[config.mk]
export PLATFORM = sky130hd
export DESIGN_NAME = gba_bw_intro_fetch_ctrl_flat
export DESIGN_NICKNAME = d
export VERILOG_FILES = /design/src/rtl/gba_intro_pkg.sv /design/src/rtl/gba_bw_intro_fetch_ctrl_if.sv /design/src/rtl/gba_intro_skid_fifo.sv /design/src/rtl/gba_bw_intro_fetch_ctrl.sv /design/src/flat_wrapper.sv
export SDC_FILE = /design/constraint.sdc
export NUM_CORES = 1
export LEC_CHECK = 0
export CAP_MARGIN = 20
export CORE_MARGIN = 3
export CORE_UTILIZATION = 45
export CTS_CLUSTER_SIZE = 30
export DETAILED_ROUTE_END_ITERATION = 10
export GPL_ROUTABILITY_DRIVEN = 0
export PLACE_DENSITY_LB_ADDON = 0.05
export SYNTH_ARGS = -nofsm -noshare
export SYNTH_HDL_FRONTEND = slang
export SYNTH_SLANG_ARGS = --single-unit
[constraint.sdc]
create_clock -name clk -period 2.1 [get_ports clk]
set_clock_uncertainty 0.15 [all_clocks]
set_input_delay 0.42 -clock clk [delete_from_list [all_inputs] [get_ports clk]]
set_output_delay 0.42 -clock clk [all_outputs]
set_load 0.01 [all_outputs]
[src/rtl/gba_intro_pkg.sv]
// rtl/gba_intro_pkg.sv - shared types and constants for the intro-image fetch path
package gba_intro_pkg;

    typedef enum logic [1:0] {
        IDLE  = 2'd0,
        FETCH = 2'd1,
        DRAIN = 2'd2,
        DONE  = 2'd3
    } state_e;

    localparam int NUM_BANKS  = 4;
    localparam int BANK_DEPTH = 64;
    localparam int IMG_BYTES  = NUM_BANKS * BANK_DEPTH;
    localparam int BUF_DEPTH  = 2;

endpackage

[src/rtl/gba_bw_intro_fetch_ctrl_if.sv]
// rtl/gba_bw_intro_fetch_ctrl_if.sv - control, bank-read and pixel-stream signals of the fetch controller
interface gba_bw_intro_fetch_ctrl_if #(
    parameter int NUM_BANKS = 4,
    parameter int ADDR_W    = 6
);
    logic                   start;
    logic                   busy;
    logic                   done;
    logic [NUM_BANKS-1:0]   ram_rd_en;
    logic [ADDR_W-1:0]      ram_rd_addr;
    logic [8*NUM_BANKS-1:0] ram_data_in;
    logic [NUM_BANKS-1:0]   ram_valid_in;
    logic [7:0]             pix_data;
    logic                   pix_valid;
    logic                   pix_ready;

    modport master (
        input  start, ram_data_in, ram_valid_in, pix_ready,
        output busy, done, ram_rd_en, ram_rd_addr, pix_data, pix_valid
    );

    modport slave (
        output start, ram_data_in, ram_valid_in, pix_ready,
        input  busy, done, ram_rd_en, ram_rd_addr, pix_data, pix_valid
    );
endinterface

[src/rtl/gba_intro_skid_fifo.sv]
// rtl/gba_intro_skid_fifo.sv - two-entry byte FIFO holding returned bank data ahead of the pixel stream
module gba_intro_skid_fifo
    import gba_intro_pkg::*;
(
    input  logic       clk,
    input  logic       rst,
    input  logic       push,
    input  logic [7:0] push_data,
    input  logic       pop,
    output logic [7:0] head_data,
    output logic [1:0] occupancy
);
    logic [7:0] mem_q [BUF_DEPTH];
    logic [7:0] mem_d [BUF_DEPTH];
    logic       wr_ptr_q, wr_ptr_d;
    logic       rd_ptr_q, rd_ptr_d;
    logic [1:0] count_q, count_d;
    logic       do_push, do_pop;

    always_comb begin
        mem_d    = mem_q;
        wr_ptr_d = wr_ptr_q;
        rd_ptr_d = rd_ptr_q;
        count_d  = count_q;
        do_pop   = pop && (count_q != 2'd0);
        // A full buffer still takes a push when the head leaves in the same cycle.
        do_push  = push && ((count_q != 2'(BUF_DEPTH)) || do_pop);
        if (do_push) begin
            mem_d[wr_ptr_q] = push_data;
            wr_ptr_d        = ~wr_ptr_q;
        end
        if (do_pop) begin
            rd_ptr_d = ~rd_ptr_q;
        end
        if (do_push && !do_pop) begin
            count_d = count_q + 2'd1;
        end else if (do_pop && !do_push) begin
            count_d = count_q - 2'd1;
        end
    end

    always_ff @(posedge clk or posedge rst) begin
        if (rst) begin
            mem_q    <= '{default: '0};
            wr_ptr_q <= 1'b0;
            rd_ptr_q <= 1'b0;
            count_q  <= 2'd0;
        end else begin
            mem_q    <= mem_d;
            wr_ptr_q <= wr_ptr_d;
            rd_ptr_q <= rd_ptr_d;
            count_q  <= count_d;
        end
    end

    assign head_data = mem_q[rd_ptr_q];
    assign occupancy = count_q;
endmodule

[src/rtl/gba_bw_intro_fetch_ctrl.sv]
// rtl/gba_bw_intro_fetch_ctrl.sv - walks all intro-image banks and streams the bytes downstream
module gba_bw_intro_fetch_ctrl #(
    parameter int NUM_BANKS  = 4,
    parameter int BANK_DEPTH = 64,
    parameter int ADDR_W     = 6
) (
    input  logic clk,
    input  logic rst,
    gba_bw_intro_fetch_ctrl_if.master bus
);
    import gba_intro_pkg::*;

    localparam int IMG_N  = NUM_BANKS * BANK_DEPTH;
    localparam int IDX_W  = $clog2(IMG_N);
    localparam int BANK_W = (NUM_BANKS > 1) ? $clog2(NUM_BANKS) : 1;
    localparam int CNT_W  = IDX_W + 1;

    state_e             state_q, state_d;
    logic [IDX_W-1:0]   idx_q, idx_d;
    logic [CNT_W-1:0]   pop_cnt_q, pop_cnt_d;
    logic               in_flight_q, in_flight_d;
    logic [BANK_W-1:0]  rd_bank_q, rd_bank_d;

    logic               issue;
    logic               credit_ok;
    logic               last_pop;
    logic               push;
    logic               pop;
    logic [7:0]         push_data;
    logic [1:0]         occ;
    logic [BANK_W-1:0]  bank;

    assign bank = idx_q[IDX_W-1 -: BANK_W];
    assign pop  = bus.pix_valid && bus.pix_ready;

    // Only the bank read last cycle may deliver; stray valids elsewhere are dropped.
    assign push      = in_flight_q && bus.ram_valid_in[rd_bank_q];
    assign push_data = bus.ram_data_in[{rd_bank_q, 3'b000} +: 8];

    always_comb begin
        state_d   = state_q;
        idx_d     = idx_q;
        pop_cnt_d = pop_cnt_q;
        issue     = 1'b0;
        // Buffered plus in-flight bytes, less the one leaving now, must leave a free slot.
        credit_ok = ({1'b0, occ} + {2'b00, in_flight_q}) < (3'(BUF_DEPTH) + {2'b00, pop});
        last_pop  = pop && (pop_cnt_q == CNT_W'(IMG_N - 1));

        if (pop && (pop_cnt_q != CNT_W'(IMG_N))) begin
            pop_cnt_d = pop_cnt_q + CNT_W'(1);
        end

        case (state_q)
            IDLE: begin
                if (bus.start) begin
                    state_d   = FETCH;
                    idx_d     = '0;
                    pop_cnt_d = '0;
                end
            end
            FETCH: begin
                if (credit_ok) begin
                    issue = 1'b1;
                    idx_d = idx_q + IDX_W'(1);
                    if (idx_q == IDX_W'(IMG_N - 1)) begin
                        state_d = DRAIN;
                    end
                end
            end
            DRAIN: begin
                if (last_pop) begin
                    state_d = DONE;
                end
            end
            DONE: begin
                state_d = IDLE;
            end
            default: begin
                state_d = IDLE;
            end
        endcase

        in_flight_d = issue;
        rd_bank_d   = issue ? bank : rd_bank_q;
    end

    always_ff @(posedge clk or posedge rst) begin
        if (rst) begin
            state_q     <= IDLE;
            idx_q       <= '0;
            pop_cnt_q   <= '0;
            in_flight_q <= 1'b0;
            rd_bank_q   <= '0;
        end else begin
            state_q     <= state_d;
            idx_q       <= idx_d;
            pop_cnt_q   <= pop_cnt_d;
            in_flight_q <= in_flight_d;
            rd_bank_q   <= rd_bank_d;
        end
    end

    gba_intro_skid_fifo u_fifo (
        .clk       (clk),
        .rst       (rst),
        .push      (push),
        .push_data (push_data),
        .pop       (pop),
        .head_data (bus.pix_data),
        .occupancy (occ)
    );

    assign bus.pix_valid   = (occ != 2'd0);
    assign bus.ram_rd_en   = issue ? (NUM_BANKS'(1) << bank) : '0;
    assign bus.ram_rd_addr = issue ? idx_q[ADDR_W-1:0] : '0;
    assign bus.busy        = (state_q == FETCH) || (state_q == DRAIN);
    assign bus.done        = (state_q == DONE);
endmodule

[src/flat_wrapper.sv]
// flat-port wrapper written by rule: the top's interface ports become plain ports
module gba_bw_intro_fetch_ctrl_flat import gba_intro_pkg::*;
#(
    parameter int NUM_BANKS  = 4,
    parameter int BANK_DEPTH = 64,
    parameter int ADDR_W     = 6
)
  (clk, rst, bus_start, bus_ram_data_in, bus_ram_valid_in, bus_pix_ready, bus_busy, bus_done, bus_ram_rd_en, bus_ram_rd_addr, bus_pix_data, bus_pix_valid);
  gba_bw_intro_fetch_ctrl_if #(.NUM_BANKS(NUM_BANKS), .ADDR_W(ADDR_W)) bus_i ();
  input  logic clk;
  input  logic rst;
  input wire logic [$bits(bus_i.start)-1:0] bus_start;
  input wire logic [$bits(bus_i.ram_data_in)-1:0] bus_ram_data_in;
  input wire logic [$bits(bus_i.ram_valid_in)-1:0] bus_ram_valid_in;
  input wire logic [$bits(bus_i.pix_ready)-1:0] bus_pix_ready;
  output wire logic [$bits(bus_i.busy)-1:0] bus_busy;
  output wire logic [$bits(bus_i.done)-1:0] bus_done;
  output wire logic [$bits(bus_i.ram_rd_en)-1:0] bus_ram_rd_en;
  output wire logic [$bits(bus_i.ram_rd_addr)-1:0] bus_ram_rd_addr;
  output wire logic [$bits(bus_i.pix_data)-1:0] bus_pix_data;
  output wire logic [$bits(bus_i.pix_valid)-1:0] bus_pix_valid;
  assign bus_i.start = bus_start;
  assign bus_i.ram_data_in = bus_ram_data_in;
  assign bus_i.ram_valid_in = bus_ram_valid_in;
  assign bus_i.pix_ready = bus_pix_ready;
  assign bus_busy = bus_i.busy;
  assign bus_done = bus_i.done;
  assign bus_ram_rd_en = bus_i.ram_rd_en;
  assign bus_ram_rd_addr = bus_i.ram_rd_addr;
  assign bus_pix_data = bus_i.pix_data;
  assign bus_pix_valid = bus_i.pix_valid;
  gba_bw_intro_fetch_ctrl #(.NUM_BANKS(NUM_BANKS), .BANK_DEPTH(BANK_DEPTH), .ADDR_W(ADDR_W)) u_core (.clk(clk), .rst(rst), .bus(bus_i));
endmodule
==> results of run 1 <==
==> registers in the layout (all words and copies together), names as in the netlist <==
| register | count |
|---|---|
| u_core.u_fifo.mem_q | 16 |
| u_core.pop_cnt_q | 9 |
| u_core.idx_q | 8 |
| u_core.rd_bank_q | 2 |
| u_core.state_q | 2 |
| u_core.u_fifo.occupancy | 2 |
| u_core.in_flight_q | 1 |
| u_core.u_fifo.rd_ptr_q | 1 |
| u_core.u_fifo.wr_ptr_q | 1 |
==> power by group through the flow <==
stage | clock (uW) | combinational, uW | sequential (uW)
after CTS | 515 | 2610 | 1380
after global routing | 548 | 3000 | 1430
after detailed placement | 0 | 2520 | 1420
final | 490 | 2740 | 1380
after global placement | 0 | 2480 | 1420
after floorplan | 0 | 1560 | 1350
==> critical path, stage by stage, from the launching register on <==
cell     delay [ns]
dfrtp_2        0.43
ha_4           0.17
ha_4           0.21
o21a_4         0.12
nor3b_4        0.17
buf_6          0.13
buf_6          0.10
nor3b_4        0.15
buf_2          0.15
==> per-stage QoR <==
step	util [%]	setup TNS (ns)	cells
6_report	67.55	-3.365	366
5_1_grt	67.55	-4.314	366
3_3_place_gp	64.64	-11.17	351
3_5_place_dp	64.64	-11.57	351
2_1_floorplan	-	-0.0006308	204
4_1_cts	66.18	-3.644	365
==> worst max-delay path by stage <==
stage                  endpoint                  startpoint  depth (start not counted)
2_1_floorplan  bus_ram_rd_en[0]  u_core.u_fifo.occupancy[0]                          6
3_3_place_gp   bus_ram_rd_en[0]               bus_pix_ready                          7
3_5_place_dp   bus_ram_rd_en[0]               bus_pix_ready                          7
4_1_cts        bus_ram_rd_en[0]  u_core.u_fifo.occupancy[0]                          8
5_1_grt        bus_ram_rd_en[0]  u_core.u_fifo.occupancy[0]                          8
6_report       bus_ram_rd_en[0]  u_core.u_fifo.occupancy[0]                          8
==> cell families (layout without fill, tap and decap cells) <==
group,count (synthesis),in the layout
DFF,42,42
and+or+nand+nor,60,60
adders and majority gates,12,12
buffers and inverters,17,109
muxes,38,38
xor gates and xnor gates,13,13
AOI/OAI and AO/OA,22,22
==> routing by layer <==
layer  global-route usage (%)  up-vias
met4                    5.068        0
met1                    21.89      922
met2                    28.81       46
met5                        0        -
li1                         -      919
met3                    4.709        7
==> layout make-up <==
cell class | instances | area share [%]
well taps | 70 | 2.491
flip-flops and latches | 42 | 29.96
multi-input cells | 145 | 40.28
inverters | 11 | 1.174
clock inverters | 2 | 0.2847
clock buffers | 5 | 1.957
repair buffers | 91 | 23.84
==> layout by cell type, fill, tap and decap left out, drive strengths merged, types with 2 or more instances in the layout <==
cell           netlist  layout
clkinv               0       2
nor2                16      16
dlygate4sd2          0      10
nand3                5       5
a31oi                2       2
and3                 9       9
nand4                2       2
nor2b                2       2
mux4                 9       9
xor2                 8       8
nor3b                2       2
ha                  12      12
nand2                8       8
nand2b               2       2
clkdlybuf4s50        0      39
inv                 11      11
and2                 7       7
buf                  4      41
clkbuf               2       5
mux2                28      28
dfrtp               42      42
xnor2                5       5
a21oi                6       6
o21ai                6       6
a22o                 2       2
nor4b                2       2
==> timing repair <==
item / in CTS / in global routing
buffers inserted: 6 / 3
pin swaps: 3 / 2
setup endpoints to repair: 20 / 15
gates resized for setup: 55 / 15
hold buffers: 0 / 0
hold endpoints to repair: 0 / 0
gates cloned: 1 / 0
==> impl_metrics.csv, run 1 <==
group,metric,value,unit
outcome,status,"finished with violations",
outcome,violations,"negative setup slack",
placed_design,port_buffers,60,
power,leakage,0.001650,uW
power,p_per_area,1313,nW/um^2
timing,hold_viol,0,
cts,cts-root-buf,"clkbuf_8",
detailed_routing,ant_nets,0,
floorplan,die_y,80.12,um
logic_synthesis,synth-seq-cells,42,
logic_synthesis,synthTopCellsByArea,"dfrtp_1, mux2_2, mux4_1, ha_1, mux2_4",
timing,layout_setup_ws,-0.3900,ns
logic_synthesis,synth_async_sr_flop_share,100.0,%
logic_synthesis,synth_top_area_cell,"dfrtp_1",
logic_synthesis,ys_top_cells_by_count,"dfrtp_1, mux2_2, nor2_1",
critical_path,crit_fanout,5,
floorplan,coreArea,5205,um^2
logic_synthesis,ys_types,46,
floorplan,start_util,47.50,%
floorplan,num_io_pins,61,
logic_synthesis,synth_cells,204,
detailed_routing,wl_met3,352,um
power,p_int,3006,uW
logic_synthesis,syn_nets,256,
timing,clock.fmax,401.6,MHz
grt,grt_use_total,17.28,%
power,p_sw_share,34.90,%
finish,area_growth_syn_to_layout,42.21,%
run,cap_viol_max_count,0,
logic_synthesis,synth_edf_count,0,
cts,clock_path_buffers,2,
critical_path,critPathLaunchType,"register",
logic_synthesis,synth.most_common_cell,"dfrtp_1",
timing,post-route-period-util,118.6,%
critical_path,endpoint_kind,"output pin",
timing,slew_headroom,76.25,%
cts,clk_pin_slew,0.07,ns
critical_path,cp.arrival,1.92,ns
hold_path,hp-class,"in -> async",
detailed_routing,wirelength,5.227,mm
logic_synthesis,synthFlopType,"dfrtp_1",
critical_path,reg2reg_to,"u_core.rd_bank_q[1]",
finish,antenna_cells,0,
finish,drive_gt1_share,33.45,%
detailed_routing,post_drt_wl_per_cell,14.28,um
power,pwr-share-seq,30.0,%
detailed_routing,drt_iter0_drc,35,
logic_synthesis,synth_top_family_by_area,"multiplexers",
logic_synthesis,synth_fa_ha_area_share,6.073,%
detailed_routing,wl_met1,2.296,mm
critical_path,r2r_slack,-0.01,ns
placed_design,post-place-ws,-0.7567,ns
logic_synthesis,synth_top_area_share,42.51,%
placed_design,placed_area,3364,um^2
grt,first_global_vias,1913,
finish,regArea,1054,um^2
timing,tightest_slew,0.3513,ns
logic_synthesis,synth_compound_area_share,6.326,%
detailed_routing,num_vias,1894,
detailed_routing,drt-pass1-iter-count,4,
cts,clock_sinks,42,
timing,fin_crit,2.490,ns
logic_synthesis,synth.cell_area,2472,um^2
grt,grt_overflow,0,
floorplan,fp.dieArea,6419,um^2
power,power,4617,uW
placed_design,dp_hpwl,3.706,mm
grt,antenna_found_initial,0,
timing,rsz0062_at_grt,"yes",
timing,slew_viol_final,0,
cts,h-tree-depth,2,
finish,fin_nets,348,
critical_path,critPathKind,"reg -> out",
power,ir_drop,0.8570,mV
timing,holdWs,0.3340,ns
grt,grt_pass1_wl,8.735,mm
detailed_routing,dr.max_layer_used,"met4",
cts,clk_latency,0.29,ns
finish,num-fill-cells,431,
logic_synthesis,ys_seq_area_share,42.51,%
grt,grt_max_degree,43,
critical_path,cp.required,1.53,ns
logic_synthesis,avgSynthCellArea,12.12,um^2
logic_synthesis,yosys_warnings,0,
critical_path,reg2reg_depth,9,
detailed_routing,drc,0,
detailed_routing,dr_wl_met2,2.517,mm
cts,cts_tree,"built",
floorplan,rows,26,
timing,setup_viol,11,
logic_synthesis,synth_xor_xnor_area_share,4.605,%
detailed_routing,vias_per_cell,5.175,
critical_path,timing.rr.start,"u_core.u_fifo.occupancy[0]",
power,p_clk_share,10.6,%
logic_synthesis,muxShareOfSynthArea,23.79,%
power,p_sw,1611,uW
logic_synthesis,synthSimpleGateAreaFrac,13.41,%
finish,final_cell_area,3516,um^2
floorplan,die_w,80.12,um
power,pwr-share-comb,59.4,%
cts,tritoncts.num_buffers,5,
finish,multi_input_area,1416,um^2
(Power assumes the default switching activity.)
==> inputs of run 2 (changes only) <==
CTS_CLUSTER_DIAMETER = 30   (was unset)
==> results of run 2 <==
Same layout as run 1: the final DEF is identical, and so are final timing and power.
==> inputs of run 3 (changes only) <==
--- a/config.mk
+++ b/config.mk
@@ -8,3 +8,2 @@
 export CAP_MARGIN = 20
-export CORE_MARGIN = 3
 export CORE_UTILIZATION = 45
@@ -17,2 +16,3 @@
 export SYNTH_HDL_FRONTEND = slang
+export SYNTH_HIERARCHICAL = 1
 export SYNTH_SLANG_ARGS = --single-unit
--- a/constraint.sdc
+++ b/constraint.sdc
@@ -4,2 +4,2 @@
 set_output_delay 0.42 -clock clk [all_outputs]
-set_load 0.01 [all_outputs]
+set_load 0.1 [all_outputs]
==> impl_metrics.csv, run 3 <==
group,metric,value,unit
outcome,status,"finished with violations",
outcome,violations,"negative setup slack",
logic_synthesis,synthFlopType,"dfrtp_1",
finish,final_cell_area,3881,um^2
logic_synthesis,ys_types,48,
logic_synthesis,synth.most_common_cell,"dfrtp_1",
floorplan,rows,26,
placed_design,dp_hpwl,4.014,mm
logic_synthesis,synth_cells,213,
placed_design,post-place-ws,-0.5041,ns
critical_path,critPathLaunchType,"register",
floorplan,fp.dieArea,5792,um^2
cts,cts_hold_buf,0,
power,leakage,0.001679,uW
grt,grt_pass1_wl,9.418,mm
cts,clk_pin_slew,0.08,ns
critical_path,worst_path_most_repeated_cell,"ha_4",
hold_path,hp-class,"in -> async",
grt,grt_use_total,20.38,%
grt,grt_max_degree,23,
detailed_routing,vias_per_cell,5.095,
timing,tightest_slew,0.4412,ns
finish,fin_nets,360,
finish,largest_reg_flops,16,
finish,area_growth_syn_to_layout,57.06,%
logic_synthesis,synth_top_area_cell,"dfrtp_1",
critical_path,cp.required,1.53,ns
critical_path,timing.rr.start,"u_core/u_fifo/occupancy[0]",
floorplan,coreArea,5205,um^2
detailed_routing,num_vias,1931,
timing,clock.fmax,393.3,MHz
timing,fin_setup_tns,-4.054,ns
timing,slew_viol_final,0,
timing,slew_headroom,70.28,%
detailed_routing,drc,0,
finish,final_core_util,74.57,%
detailed_routing,wirelength,5.461,mm
cts,clock_path_buffers,2,
logic_synthesis,ys_seq_area_share,42.53,%
logic_synthesis,synth_async_sr_flop_share,100.0,%
cts,cts_tree,"built",
finish,final_common_cell,"dfrtp_1",
critical_path,critPathKind,"reg -> out",
floorplan,start_util,47.48,%
logic_synthesis,synth-seq-cells,42,
timing,hold_viol,0,
power,ir_drop,1.504,mV
critical_path,crit_fanout,3,
timing,post-route-period-util,121.1,%
critical_path,critPathCapture,"bus_ram_rd_en[1]",
finish,regMostFlops,"u_core/u_fifo/mem_q",
detailed_routing,ant_nets,0,
timing,fin_crit,2.542,ns
floorplan,num_io_pins,61,
critical_path,reg2reg_to,"u_core/u_fifo/occupancy[1]",
logic_synthesis,avgSynthCellArea,11.60,um^2
logic_synthesis,synth_edf_count,0,
floorplan,die_w,76.11,um
power,p_per_area,1546,nW/um^2
critical_path,worst_path_max_delay_cell,"dfrtp_2",
cts,cts-root-buf,"clkbuf_8",
cts,clock_sinks,42,
critical_path,slowest_delay,0.43,ns
critical_path,endpoint_kind,"output pin",
finish,mostFrequentLayoutCells,"dfrtp_1, clkdlybuf4s50_1, buf_4",
finish,top_regs,"u_core/u_fifo/mem_q x16, u_core/pop_cnt_q x9, u_core/idx_q x8",
detailed_routing,drt_iter0_drc,56,
logic_synthesis,ys_top_cells_by_count,"dfrtp_1, mux2_2, nor2_1",
power,power,6000,uW
detailed_routing,post_drt_wl_per_cell,14.41,um
logic_synthesis,synth_top_area_share,42.53,%
timing,rsz0062_at_grt,"yes",
placed_design,placed_area,3617,um^2
floorplan,die_y,76.11,um
critical_path,worstSetupStartpoint,"u_core/u_fifo/occupancy[0]",
cts,tritoncts.num_buffers,5,
logic_synthesis,syn_nets,265,
logic_synthesis,synthTopCellsByArea,"dfrtp_1, mux2_2, mux4_2, ha_1, xor2_1",
cts,clk_latency,0.29,ns
run,cap_viol_max_count,0,
finish,drive_gt1_share,42.72,%
finish,antenna_cells,0,
logic_synthesis,yosys_warnings,6,
critical_path,crit_chain,"ha_4 > ha_4 > o21a_4 > or2_4 > buf_6 > nor3_4 > buf_12",
timing,layout_setup_ws,-0.4424,ns
critical_path,cp.arrival,1.97,ns
cts,h-tree-depth,2,
grt,grt_overflow,0,
critical_path,r2r_slack,-0.06,ns
detailed_routing,drt-pass1-iter-count,4,
logic_synthesis,synth.cell_area,2471,um^2
placed_design,port_buffers,60,
grt,first_global_vias,2017,
critical_path,reg2reg_depth,10,
timing,setup_viol,11,
grt,antenna_found_initial,0,
[run 3: how the worst min path moves through the flow]
stage,cells after the start,endpoint,from
floorplan,1,u_core/u_fifo/mem_q[0],rst
global placement,1,u_core/u_fifo/mem_q[3],u_core/u_fifo/mem_q[3]
detailed placement,1,u_core/u_fifo/mem_q[0],u_core/u_fifo/mem_q[0]
CTS,3,u_core/u_fifo/mem_q[0],rst
global route,1,u_core/u_fifo/mem_q[3],u_core/u_fifo/mem_q[3]
finish,3,u_core/u_fifo/mem_q[0],rst
[run 3: what timing repair did]
| action | in CTS | in global routing |
|---|---|---|
| resized for setup | 9 | 8 |
| hold endpoints to repair | 0 | 0 |
| setup buffers | 3 | 5 |
| setup endpoints to repair | 33 | 23 |
| pin swaps | 10 | 8 |
[run 3: cells by family (layout without fill, tap and decap cells)]
| family | Yosys count | count (layout) | synth area share, % |
|---|---|---|---|
| buffers and inverters | 17 | 113 | 2.937 |
| flip-flops | 42 | 42 | 42.53 |
| AND/OR/NAND/NOR | 69 | 69 | 15.85 |
| XOR/XNOR | 13 | 13 | 4.608 |
| AO/OA/AOI/OAI | 25 | 25 | 7.798 |
| adder cells (fa/ha/maj) | 12 | 12 | 6.076 |
| multiplexers | 35 | 35 | 20.20 |
[run 3: metal layers]
layer,routed length [um],up-vias,global-route usage [%]
li1,-,944,-
met1,2300,937,24.98
met2,2857,46,36.73
met3,266,4,4.671
met4,37,0,4.038
met5,0,-,0
[run 3: metrics by stage]
step	hold slack, ns	cells
2_1_floorplan	0.2338	213
3_3_place_gp	0.3332	364
3_5_place_dp	0.3400	364
4_1_cts	0.3497	375
5_1_grt	0.3737	379
6_report	0.3520	379
[run 3: worst max-delay path, delay by kind of cell, from the launching register on]
kind / cells / cell delay [ns]
buffers and inverters: 2 / 0.33
adders and majority gates: 2 / 0.38
AOI/OAI and AO/OA: 1 / 0.11
DFF: 1 / 0.43
and+or+nand+nor: 2 / 0.42
[run 3: area by class of cell]
cell class	count	area (um^2)
clock inverters	2	60.06
clock buffers	6	82.58
well taps	70	87.58
flip-flops and latches	42	1054
fillers	363	1324
repair buffers	94	1087
inverters	11	46.29
multi-input cells	154	1464
[run 3: report_power, final]
group | internal [uW] | switching (uW) | leakage (uW)
clock | 507 | 282 | 0.0000714
combinational | 1700 | 2180 | 0.00107
sequential | 1100 | 241 | 0.000536
